### src/rtl/seq_shift_add_mac.sv
// Multi-cycle radix-2 shift-add multiplier with optional accumulate for FIR taps.
// One coefficient bit is consumed per clock; the product and the accumulator update on the last bit.
module seq_shift_add_mac #(
    parameter int A_W    = 8,
    parameter int B_W    = 8,
    parameter int SIGNED = 0,
    parameter int ACC_W  = 20
) (
    input  logic                 clk,
    input  logic                 rst,
    input  logic                 in_valid,
    output logic                 in_ready,
    input  logic [A_W-1:0]       sample,
    input  logic [B_W-1:0]       coeff,
    input  logic                 acc_en,
    input  logic                 acc_clr,
    output logic                 out_valid,
    input  logic                 out_ready,
    output logic [A_W+B_W-1:0]   mult_out,
    output logic [ACC_W-1:0]     acc_out
);

    localparam int P_W       = A_W + B_W;
    localparam int CNT_W     = $clog2(B_W);
    localparam bit IS_SIGNED = (SIGNED != 0);

    typedef enum logic [1:0] {
        S_IDLE = 2'd0,
        S_RUN  = 2'd1,
        S_DONE = 2'd2
    } state_t;

    state_t             state_q,   state_d;
    logic [A_W-1:0]     sample_q,  sample_d;
    logic [B_W-1:0]     coeff_q,   coeff_d;
    logic               acc_en_q,  acc_en_d;
    logic               acc_clr_q, acc_clr_d;
    logic [P_W-1:0]     p_q,       p_d;
    logic [CNT_W-1:0]   count_q,   count_d;
    logic [P_W-1:0]     mult_q,    mult_d;
    logic [ACC_W-1:0]   acc_q,     acc_d;

    logic [P_W-1:0]     sample_ext;
    logic [P_W-1:0]     addend;
    logic [P_W-1:0]     p_step;
    logic [ACC_W-1:0]   p_ext;
    logic [ACC_W-1:0]   acc_upd;
    logic               last_bit;

    // Datapath for one iteration: the shifted multiplicand is added, or subtracted
    // for the coefficient sign bit in two's-complement mode.
    always_comb begin
        sample_ext = {P_W{IS_SIGNED & sample_q[A_W-1]}};
        sample_ext[A_W-1:0] = sample_q;
        addend   = sample_ext << count_q;
        last_bit = (count_q == CNT_W'(B_W - 1));
        p_step   = p_q;
        if (coeff_q[count_q]) begin
            if (IS_SIGNED && last_bit) begin
                p_step = p_q - addend;
            end else begin
                p_step = p_q + addend;
            end
        end
        p_ext = {ACC_W{IS_SIGNED & p_step[P_W-1]}};
        p_ext[P_W-1:0] = p_step;
        unique case ({acc_clr_q, acc_en_q})
            2'b11:   acc_upd = p_ext;
            2'b10:   acc_upd = '0;
            2'b01:   acc_upd = acc_q + p_ext;
            default: acc_upd = acc_q;
        endcase
    end

    always_comb begin
        state_d   = state_q;
        sample_d  = sample_q;
        coeff_d   = coeff_q;
        acc_en_d  = acc_en_q;
        acc_clr_d = acc_clr_q;
        p_d       = p_q;
        count_d   = count_q;
        mult_d    = mult_q;
        acc_d     = acc_q;
        unique case (state_q)
            S_IDLE: begin
                if (in_valid) begin
                    sample_d  = sample;
                    coeff_d   = coeff;
                    acc_en_d  = acc_en;
                    acc_clr_d = acc_clr;
                    p_d       = '0;
                    count_d   = '0;
                    state_d   = S_RUN;
                end
            end
            S_RUN: begin
                p_d     = p_step;
                count_d = count_q + CNT_W'(1);
                if (last_bit) begin
                    mult_d  = p_step;
                    acc_d   = acc_upd;
                    state_d = S_DONE;
                end
            end
            S_DONE: begin
                // Results are held and new operands ignored until the consumer takes them.
                if (out_ready) begin
                    state_d = S_IDLE;
                end
            end
            default: state_d = S_IDLE;
        endcase
    end

    always_ff @(posedge clk) begin
        if (rst) begin
            state_q   <= S_IDLE;
            sample_q  <= '0;
            coeff_q   <= '0;
            acc_en_q  <= 1'b0;
            acc_clr_q <= 1'b0;
            p_q       <= '0;
            count_q   <= '0;
            mult_q    <= '0;
            acc_q     <= '0;
        end else begin
            state_q   <= state_d;
            sample_q  <= sample_d;
            coeff_q   <= coeff_d;
            acc_en_q  <= acc_en_d;
            acc_clr_q <= acc_clr_d;
            p_q       <= p_d;
            count_q   <= count_d;
            mult_q    <= mult_d;
            acc_q     <= acc_d;
        end
    end

    assign in_ready  = (state_q == S_IDLE);
    assign out_valid = (state_q == S_DONE);
    assign mult_out  = mult_q;
    assign acc_out   = acc_q;

endmodule

### config.mk
export PLATFORM = sky130hd
export DESIGN_NAME = seq_shift_add_mac
export DESIGN_NICKNAME = d
export VERILOG_FILES = /design/src/rtl/seq_shift_add_mac.sv
export SDC_FILE = /design/constraint.sdc
export NUM_CORES = 1
export LEC_CHECK = 0
export ABC_AREA = 1
export BUFFER_PORTS_ARGS = -buffer_cell sky130_fd_sc_hd__buf_2
export CAP_MARGIN = 10
export CORE_ASPECT_RATIO = 1.1
export CORE_MARGIN = 5
export CORE_UTILIZATION = 60
export CTS_CLUSTER_DIAMETER = 100
export DETAILED_ROUTE_END_ITERATION = 10
export PLACE_DENSITY = 0.81
export SLEW_MARGIN = 0
export SYNTH_ARGS = -nofsm -noshare
export SYNTH_HDL_FRONTEND = slang
export SYNTH_SLANG_ARGS = --single-unit
export TNS_END_PERCENT = 5
### constraint.sdc
create_clock -name clk -period 7.1 [get_ports clk]
set_clock_uncertainty 0.1 [all_clocks]
set_input_delay 0.71 -clock clk [delete_from_list [all_inputs] [get_ports clk]]
set_output_delay 0.71 -clock clk [all_outputs]
set_load 0.01 [all_outputs]
Yosys cells after proc, flatten, opt, wreduce, memory -nomap -nowiden
Index checks and enable logic that the tools add are counted.
- shift operators: 1
- bitwise operators: 0
- multipliers: 0
- magnitude comparators: 1
- multiplexer cells: 12
- divide/modulo/power cells: 0
- reduce and logical (&&, ||, !) cells: 8
- add/sub/neg operators: 3
- eq/ne operators: 9
- operator list (cell ; number):
    one-hot mux 20 bit (3 select lines) ; 1
    2-to-1 mux 16 bit ; 2
    one-hot mux 16 bit (2 select lines) ; 1
    adder 20 x 16 -> 20 bit ; 1
    adder 16 bit ; 1
    << shifter 8 x 3 -> 16 bit ; 1
    equality test 2 bit (second input constant) ; 3
    2-to-1 mux 2 bit ; 3
    one-hot mux 2 bit (3 select lines) ; 1
    one-hot mux 3 bit (2 select lines) ; 1
    AND reduction 2 bit ; 3
    AND reduction 3 bit ; 2
    equality test 2 x 1 -> 1 bit (second input constant) ; 2
    < comparator 3 x 4 -> 1 bit (second input constant) ; 1
    inequality test 2 bit (second input constant) ; 2
    adder 3 x 1 -> 3 bit (second input constant) ; 1
    binary-select mux 1 bit (select 3 bit) ; 1
    equality test 3 bit (second input constant) ; 1
    2-to-1 mux 3 bit ; 1
    nonzero test 3 bit ; 1
    zero test 2 bit ; 1
    inequality test 2 x 1 -> 1 bit (second input constant) ; 1
    nonzero test 2 bit ; 1
    2-to-1 mux 1 bit ; 1
- memories kept: 0
- input port bits: 22
- output and inout bits: 38
- register bits: 75
- bits in writable memories: 0
- ROM bits: 0
- latch bits: 0
- logic and storage cells: 43

Logic depth before layout (Yosys ltp)
Gate-level depths: netlist of the first run.
- word-level depth: 5
- depth in mapped cells: 32
- gate-level depth less buffers: 31

Least setup slack after synthesis of the first run
Ideal clock, no wire load.
- path type: register to register
- start: register count_q[0]
- end: register acc_q[15], in the netlist acc_out[15]
- stages on the path, launching flop included: 31
- data required time: 6.891 ns
- clock period less this slack: 3.699 ns
- path buffers: 2
- setup slack: 3.401 ns
- setup time: 0.109 ns
- arrival time: 3.491 ns
- cells stage by stage: dfxtp_1 buf_6 clkbuf_1 mux2i_1 nor2_1 a31oi_1 mux2i_1 ha_1 nand2_1 inv_1 nand2_1 inv_1 and2_1 nand2_1 nand3_1 nand2_1 nand2_1 nand2_2 inv_1 ha_1 nand2_1 nor2_1 inv_1 nor3_1 nand2_1 nand2_1 nand2_1 nand3_1 nand3_2 nand2_1 inv_1
- word-level cells in the longest chain between the ends: 5
- elaborated cells on any way between the ends: 9
- those cells by class: 2 x add/sub; 1 x eq/ne; 1 x shift; 4 x mux; 1 x reduce/logical
- RTL lines (item ; line ; text):
    from (decl) ; 39 ; logic [CNT_W-1:0] count_q, count_d;
    from (signal assigned) ; 134 ; count_q <= count_d;
    << shifter 8 x 3 -> 16 bit or binary-select mux 1 bit (select 3 bit) (tied branches) ; 55, 58 ;
    adder 16 bit or 2-to-1 mux 1 bit (tied branches) ; 62, 58 ;
    2-to-1 mux 16 bit * ; 58 ; if (coeff_q[count_q]) begin
    net p_step[14] ; 45 ; logic [P_W-1:0] p_step;
    adder 20 x 16 -> 20 bit * ; 70 ; 2'b01: acc_upd = acc_q + p_ext;
    one-hot mux 20 bit (3 select lines) * ; 67 ; unique case ({acc_clr_q, acc_en_q})
    to (signal assigned) ; 126 ; acc_q <= '0;
    to (signal assigned) ; 136 ; acc_q <= acc_d;
    to (decl) ; 41 ; logic [ACC_W-1:0] acc_q, acc_d;
The timed path passes the listed nets; every way through them passes the cells marked *. The select of a mux whose other input is x is not followed.
A chain may end at the register's enable or synchronous reset.

Worst setup path after layout of the first run
Same ends and word-level chain as after synthesis.

==> summary.md, run 1 <==
The run gives 36 as the floorplan row count. Fraction of final layout cells sized beyond drive strength 1: 0.139. The endpoint identified for the worst register-to-register timing path is acc_out[15]$_SDFFE_PP0P_. The fraction of synthesized cell area taken by the top area cell type works out to 0.277. In this run, post-CTS repair resized a total of 0 instances. For this run, design rule violations remaining after detail routing come to 0. The tools report the leakage power as 2.99 nW. The count of fill cells added during filler insertion is 854. From synthesis to final layout, the design area changed by 8.97%. The total area of multi-input combinational cells is 3330 sq um, and the number of nets produced by synthesis is 906. In the routed layout, each cell is associated on average with a via count of 5.45. Number of flops mapped to enable cells by yosys: 0. The required time of the critical path was 7.27 ns; the die span in y was 110 microns. The critical hold path startpoint was p_q[4]$_SDFFE_PP0P_.

At the worst endpoint, the arrival time is 4.54 ns. Adder and majority cell fraction of the synthesized area: 0.0906. For the maximum clock frequency, the log shows 229 MHz. The peak per-stage delay on the critical path was 0.75 ns; the number of register bits inferred by synthesis was 75. The via count of the first global-routing pass was 5,178; the number of DRC markers after the initial detailed-route iteration was 301. The xor and xnor fraction of the mapped netlist area is 0.00485, and the depth of the most critical reg-to-reg path is 26.

The cell family contributing the most delay on the critical path is simple AND/OR/NAND/NOR gates. The number of antenna diodes in the final layout is 0. Subtracting the final worst setup slack from the clock period gives 4.37 ns. The number of routed nets with antenna violations is 0. The tools report the number of iterations in the first detailed-routing pass as 6. The tools report the nature of the critical path endpoint as a flip-flop. For the final layout net count, the log shows 948.

The commonest cells after synthesis are 238 x sky130_fd_sc_hd__nand2_1, 97 x sky130_fd_sc_hd__inv_1, 75 x sky130_fd_sc_hd__dfxtp_1. Across the whole layout, storage elements account for 1500 sq um. Final period utilization: 0.616.

The number of buffers added to fix hold violations after cts was 0. The sequential share of the synthesized area is 0.277. Total global routing track utilization: 0.271.

The number of setup violations in the final report is 0. The synthesized cell area was 5410 sq um. The effective utilization at floorplan is 0.613.

The transition time at the pin with the least slew margin was 0.993 ns; the power density normalized to cell area was 170 nW/um^2. In this run the number of H-tree levels came out at 3. The routability congestion estimate was 0.926; the global route total overflow was 0.

Number of buffers and inverters on the critical path: 4. The dominant cell by count in the synthesized netlist was sky130_fd_sc_hd__nand2_1. In the post-synthesis netlist, the biggest area contributors are sky130_fd_sc_hd__dfxtp_1 28%, sky130_fd_sc_hd__nand2_1 17%, sky130_fd_sc_hd__ha_1 8.3%, sky130_fd_sc_hd__o21ai_0 6.7%, sky130_fd_sc_hd__inv_1 6.7%. The cell that appears most often on the critical path is sky130_fd_sc_hd__nand2_1.

During placement, the flow inserted port buffers numbering 59. The number of antenna violations at the first check in global routing is 0, and the I/O pin total is 60. After detailed routing, the total wire length is 14,500 microns.

The simple-gate share of the synthesized area is 0.336, and the instance area after placement is 5680 sq um. After detailed placement, the design holds a cell count of 990. The TritonCTS buffer count is 9, and the clock-pin transition on the worst setup and hold timing paths is 0.08 ns. The synthesized netlist contains 44 unique library cells. The predominant post-synthesis flop cell was sky130_fd_sc_hd__dfxtp_1. The share of synthesized registers carrying an async set or reset is 0. In this run the critical register-to-register path is launched from count_q[0]$_SDFFE_PP0P_. Kind of start point of the critical path: a flip-flop. The total non-filler cell area in the finished layout was 5900 sq um. The tightest min-delay check is of the reg -> reg type. The area of the die came out at 11,000 sq um. The main combinational cell family by area after synthesis was simple AND/OR/NAND/NOR gates.

Once detailed placement completed, the half-perimeter wirelength came to 11,000 microns. For the TritonCTS sink count, the log shows 75. The flow ran to the end, and the final reports show no timing, DRC or antenna violations.

For the worst-skew pair, the clock arrives at the later sink with an insertion delay of 0.37 ns. The die is 101 microns wide. The reg-to-reg setup timing slack came out at 2.73 ns. Setup repair after global routing left no endpoint under its margin. The synthesized design spends more area on one cell type than any other, namely sky130_fd_sc_hd__dfxtp_1. The mean area per synthesized cell is 6.40 sq um, and the remaining max-slew budget at the tightest pin is 0.337.

Leaving out filler cells and counting taps, the final layout contains 1,007. For the final routed database, the setup TNS stands at 0 ns. Worst setup path category: reg -> reg.

The global-route wire length before repair is 23,900 microns, and the count of endpoints failing hold in the final timing report is 0. The number of post-CTS setup repair buffers is 0, and the multiplexer share of the synthesized area is 0.00924. TritonCTS built the clock tree. The tools report the cell chosen for the clock root as sky130_fd_sc_hd__clkbuf_8. IR analysis of the VDD net gives a maximum drop of 0.000104 V.

After detailed routing, the average wire length per cell comes to 14.4 microns. For the total count of max-transition violations in the final report, the log shows 0. The tool flagged a number of max-cap violations equal to 0. The fraction of the mapped netlist area in compound gates works out to 0.173. Standard cell with the maximum stage delay on the critical path: sky130_fd_sc_hd__dfxtp_1.

Of all nets on the critical path, the largest fanout is 18. For hold timing, the worst endpoint is p_q[4]$_SDFFE_PP0P_. Synthesis handed over a netlist of 846 instances.

During synthesis, Yosys emitted a total of 0 warnings. The core region is 8830 sq um. The worst hold path cell count is 2. Entering global routing, the biggest net connects 51 pins. Total via count in the routed design: 5,487. The run gives 2 as the maximum count of clock buffers along a single path.
## cells by family (layout without fill, tap and decap cells)
logic type	Yosys count	count (layout)
and+or+nand+nor	416	416
AOI/OAI and AO/OA	172	172
buffers and inverters	137	184
DFF	75	75
adders and majority gates	38	38
muxes	5	5
xor gates and xnor gates	3	3
## layout make-up
cell class,instances,area share
Timing Repair Buffer,60,0.0547
Sequential cell,75,0.255
Clock inverter,6,0.0112
Multi-Input combinational cell,634,0.564
Inverter,108,0.0700
Tap cell,114,0.0242
Clock buffer,10,0.0216
## worst min-delay path, cell delays in order, from the launching register on
cell and delay [ns]:
sky130_fd_sc_hd__dfxtp_1 0.33, sky130_fd_sc_hd__nand2_1 0.06, sky130_fd_sc_hd__a21oi_1 0.05
## metal layers
metal  global-route usage  wire length [microns]  up-vias
li1                     -                      -     2820
met1                0.339                   6490     2503
met2                0.459                   6940      135
met3               0.0457                    601       29
met4                0.117                    425        0
met5                    0                      0        -
## registers in the layout, indices dropped and copies added, names as in the netlist
register   flops
p_q           16
sample_q       8
count_q        3
coeff_q        8
mult_out      16
acc_out       20
state_q        2
acc_en_q       1
acc_clr_q      1
## power breakdown
part | internal [W] | switching [W] | total (W)
clock network | 0.000162 | 0.000174 | 0.000336
registers | 0.000434 | 0.0000138 | 0.000448
logic | 0.0000699 | 0.000148 | 0.000218
## per-stage QoR
stage | total power (W) | utilization | setup slack (ns) | hold WS (ns)
3_5_place_dp | 0.000671 | 0.643 | 2.82 | 0.380
3_3_place_gp | 0.000665 | 0.643 | 2.87 | 0.370
4_1_cts | 0.00100 | 0.665 | 2.81 | 0.393
6_report | 0.00100 | 0.668 | 2.73 | 0.392
5_1_grt | 0.00105 | 0.668 | 2.23 | 0.416
2_1_floorplan | 0.000627 | - | 3.40 | 0.340
## placed cells by master (no fill, tap or decap), types with 10 or more instances in the layout
cell type and count:
sky130_fd_sc_hd__nand3_1 49, sky130_fd_sc_hd__dfxtp_1 75, sky130_fd_sc_hd__nor3_1 10, sky130_fd_sc_hd__inv_1 97, sky130_fd_sc_hd__nand2_2 11, sky130_fd_sc_hd__nor2_1 73
sky130_fd_sc_hd__nand3_2 11, sky130_fd_sc_hd__o21ai_0 73, sky130_fd_sc_hd__a21oi_1 72, sky130_fd_sc_hd__buf_2 59, sky130_fd_sc_hd__ha_1 36, sky130_fd_sc_hd__nand2_1 238
## worst max path at each step
stage                            start                       end  slack, ns  cells past startpoint
3_5_place_dp   count_q[0]$_SDFFE_PP0P_  acc_out[15]$_SDFFE_PP0P_       2.82                     27
5_1_grt        count_q[0]$_SDFFE_PP0P_  acc_out[19]$_SDFFE_PP0P_       2.23                     22
6_report       count_q[0]$_SDFFE_PP0P_  acc_out[15]$_SDFFE_PP0P_       2.73                     26
3_3_place_gp   count_q[0]$_SDFFE_PP0P_  acc_out[15]$_SDFFE_PP0P_       2.87                     23
4_1_cts        count_q[0]$_SDFFE_PP0P_  acc_out[15]$_SDFFE_PP0P_       2.81                     27
2_1_floorplan  count_q[0]$_SDFFE_PP0P_  acc_out[15]$_SDFFE_PP0P_       3.40                     30
Power figures use the tool's default switching activity.
==> run 2: changes to the inputs <==
==> constraint.sdc (replaced) <==
create_clock -name clk -period 4.56 [get_ports clk]
set_clock_uncertainty 0.1 [all_clocks]
set_input_delay 0.456 -clock clk [delete_from_list [all_inputs] [get_ports clk]]
set_output_delay 0.456 -clock clk [all_outputs]
set_load 0.01 [all_outputs]
==> run 2 against run 1 <==
  * Wire length rose by 1.9%
  * Sequential share of layout area decreased by 0.35 points
  * Power rose by 67%
  * Via count is 1.7% higher
  * Clock power rose by 88%
  * Non-clock buffer count up 8
  * Worst hold slack lost 0.15 ns
  * Register-to-register slack got worse by 2.3 ns
  * Core utilization is 0.98 points higher
  * Largest cell class unchanged
==> summary.md, run 2 (synthesized netlist as in run 1, its figures left out) <==
The run gives 35 (-31%) as the maximum number of pins on one net before global-route repair. The die span in y is 110 microns (unchanged), and the count of fill cells added during filler insertion is 834 (-2.3%). The logs give 0 (unchanged) for the number of design rule violations left after detail routing and 3.05 nW (+2.1%) for the leakage power. Floorplan row count: 36 (unchanged). The tools report the number of iterations in the first detailed-routing pass as 5 (-1). The depth of the most critical reg-to-reg path came out at 28 (+7.7%). The run gives 0 ns (unchanged) as the final setup TNS. The tools report the total count of max-transition violations in the final report as 0 (unchanged). The run gives 0 (unchanged) as the number of post-CTS setup repair buffers. Kind of start point of the critical path: a flip-flop. Setup repair after global routing left no endpoint under its margin.

The total chip power was 0.00168 W (+67%); the global route total overflow was 0 (unchanged). The required time of the critical path came out at 4.73 ns (-2.54 ns). The clock latency on the worst-skew pair came out at 0.36 ns (about the same). Commonest non-fill, non-tap cell in the layout: sky130_fd_sc_hd__nand2_1. The total area of multi-input combinational cells was 3330 sq um (unchanged). The run gives 60 (unchanged) as the I/O pin total.

The antenna diode count is 0 (unchanged), and the transition time at the pin with the least slew margin is 0.880 ns (-0.113 ns). The remaining max-slew budget at the tightest pin is 0.412 (+0.0751), and the effective utilization at floorplan is 0.613 (unchanged). The worst setup path category was reg -> reg.

The half-perimeter wire length of the detailed placement result is 11,300 microns (+3.4%). The worst register-to-register path ends at acc_out[15]$_SDFFE_PP0P_. The reg-to-reg setup timing slack is 0.42 ns (-2.31 ns), and the number of maximum-capacitance violations is 0 (unchanged).

The post-detailed-route wirelength per cell was 14.5 microns (+1.1%). The number of buffers added to fix hold violations after cts is 0 (unchanged), and the global-route wire length before repair is 24,500 microns (+2.5%). The tools report the routed length on met1 as 6470 microns (-0.19%). The area used by sequential logic in the layout came out at 1500 sq um (about the same). The tools report the critical hold path startpoint as sample[0]. The highest metal layer carrying signal wires in the routed design is met4. Leaving out fill and tap cells, the most frequent cells in the layout are 238 x sky130_fd_sc_hd__nand2_1, 97 x sky130_fd_sc_hd__inv_1, 74 x sky130_fd_sc_hd__dfxtp_1.

The area growth from synthesis to layout is 10.6%. The quantity of gates resized following cts came out at 0 (unchanged). The final layout net count is 956 (+0.84%), and the horizontal die dimension is 101 microns (unchanged). The run gives 75 (unchanged) as the TritonCTS sink count.

The logs give 5,581 (+1.7%) for the total via count in the routed design and 343 (+14%) for the number of DRC markers after the initial detailed-route iteration. The cell sitting at the root of the clock tree is a sky130_fd_sc_hd__clkbuf_8. The count of endpoints failing hold in the final timing report was 0 (unchanged). Counting stages on the worst path, the most repeated cell is sky130_fd_sc_hd__nand2_1. For the number of setup violations in the final report, the log shows 0 (unchanged).

The launch point of the worst reg-to-reg path was count_q[0]$_SDFFE_PP0P_. The peak fanout along the critical path is 14 (-4). Peak per-stage delay on the critical path: 0.41 ns (-0.34 ns). The logs give 241 MHz (+5.5%) for the maximum clock frequency and 0 (unchanged) for the number of antenna violations at the first check in global routing. The logs give 4.31 ns (-0.23 ns) for the critical path data arrival time and 9 (unchanged) for the TritonCTS buffer count. The routability congestion estimate is 0.964 (+4.1%), and the final period utilization is 0.908 (+0.293). The number of routed nets with antenna violations came out at 0 (unchanged).

Standard cell with the maximum stage delay on the critical path: sky130_fd_sc_hd__dfxtp_2. The clock-pin transition on the worst setup and hold timing paths was 0.08 ns (about the same). The kind of path behind the tightest hold check was in -> reg. The ratio of routed vias to standard cells is 5.50 (+0.91%).

Nature of the critical path endpoint: a flip-flop. The core utilization of the finished layout came out at 0.678 (+0.00978). The maximum count of clock buffers along a single path is 2 (unchanged), and the worst hold path cell count is 3 (+1).

The path with the worst hold slack has its endpoint at sample_q[0]$_SDFFE_PP0P_. The depth of the CTS H-tree was 3 (unchanged). The largest vdd supply drop was 0.000165 V (+58%); the area of the die was 11,000 sq um (unchanged).

Fraction of final layout cells sized beyond drive strength 1: 0.148 (+0.00876). The met3 wire length is 836 microns (+39%), and the final critical delay including setup and external delays is 4.14 ns (-0.229 ns). The number of flip-flops under the largest register name works out to 20 (unchanged). The power density normalized to cell area was 280 nW/um^2 (+65%); the detailed-routed wire length on met2 was 6890 microns (-0.69%). The total global routing track utilization is 0.278 (+0.00703).

The placeable core area was 8830 sq um (unchanged). The count of buffers inserted at the top-level ports was 59 (unchanged). The tools report the routed wire length as 14,700 microns (+1.9%).

The tools report the via count of the first global-routing pass as 5,327 (+2.9%). The flow ran to the end, and the final reports show no timing, DRC or antenna violations. TritonCTS built the clock tree.
-- run 2: cell types whose count changed in the layout (fill, tap and decap cells not counted) --
cell,delta
sky130_fd_sc_hd__buf_4,+9
sky130_fd_sc_hd__bufinv_16,+2
sky130_fd_sc_hd__clkinvlp_4,-2
sky130_fd_sc_hd__buf_16,-1
sky130_fd_sc_hd__clkinv_4,-1
sky130_fd_sc_hd__dfxtp_1,-1
sky130_fd_sc_hd__dfxtp_2,+1
sky130_fd_sc_hd__inv_6,+1
-- run 2: where the power goes --
group / switching [W] / internal (W)
registers: 0.0000201 / 0.000676
logic: 0.000234 / 0.000112
clock network: 0.000269 / 0.000365
total: 0.000523 / 0.00115
-- run 2: per-stage QoR --
step	instances	cell area (sq um)	hold slack (ns)	setup slack [ns]
2_1_floorplan	846	5410	0.340	0.861
3_3_place_gp	999	5750	0.367	0.426
3_5_place_dp	999	5750	0.386	0.369
4_1_cts	1015	5980	0.221	0.355
5_1_grt	1015	5990	0.235	0.0209
6_report	1015	5990	0.242	0.419
-- run 2: worst max-delay path by stage --
stage,start,to,slack [ns],depth (start not counted)
after global routing,count_q[0]$_SDFFE_PP0P_,acc_out[15]$_SDFFE_PP0P_,0.02,28
final,count_q[0]$_SDFFE_PP0P_,acc_out[15]$_SDFFE_PP0P_,0.42,28
after floorplan,count_q[0]$_SDFFE_PP0P_,acc_out[15]$_SDFFE_PP0P_,0.86,30
after global placement,count_q[0]$_SDFFE_PP0P_,acc_out[15]$_SDFFE_PP0P_,0.43,25
after CTS,count_q[0]$_SDFFE_PP0P_,acc_out[15]$_SDFFE_PP0P_,0.36,25
after detailed placement,count_q[0]$_SDFFE_PP0P_,acc_out[15]$_SDFFE_PP0P_,0.37,28
-- run 2: layout make-up --
class,count,share of cell area
Multi-Input combinational cell,634,0.556
Sequential cell,75,0.251
Inverter,108,0.0690
Timing Repair Buffer,68,0.0606
Tap cell,114,0.0238
Clock buffer,10,0.0213
Clock inverter,6,0.0186
-- run 2: critical path: cells and delay by family, from the launching register on --
family                   cells  cell delay, ns
AND/OR/NAND/NOR             19            1.96
adder cells (fa/ha/maj)      2            0.70
AO/OA/AOI/OAI                3            0.53
flip-flops                   1            0.41
buffers and inverters        4            0.35
-- run 2: routing by layer --
layer | track usage | vias up
met5 | 0 | -
met4 | 0.132 | 0
met3 | 0.0508 | 44
met2 | 0.459 | 172
met1 | 0.350 | 2535
li1 | - | 2830
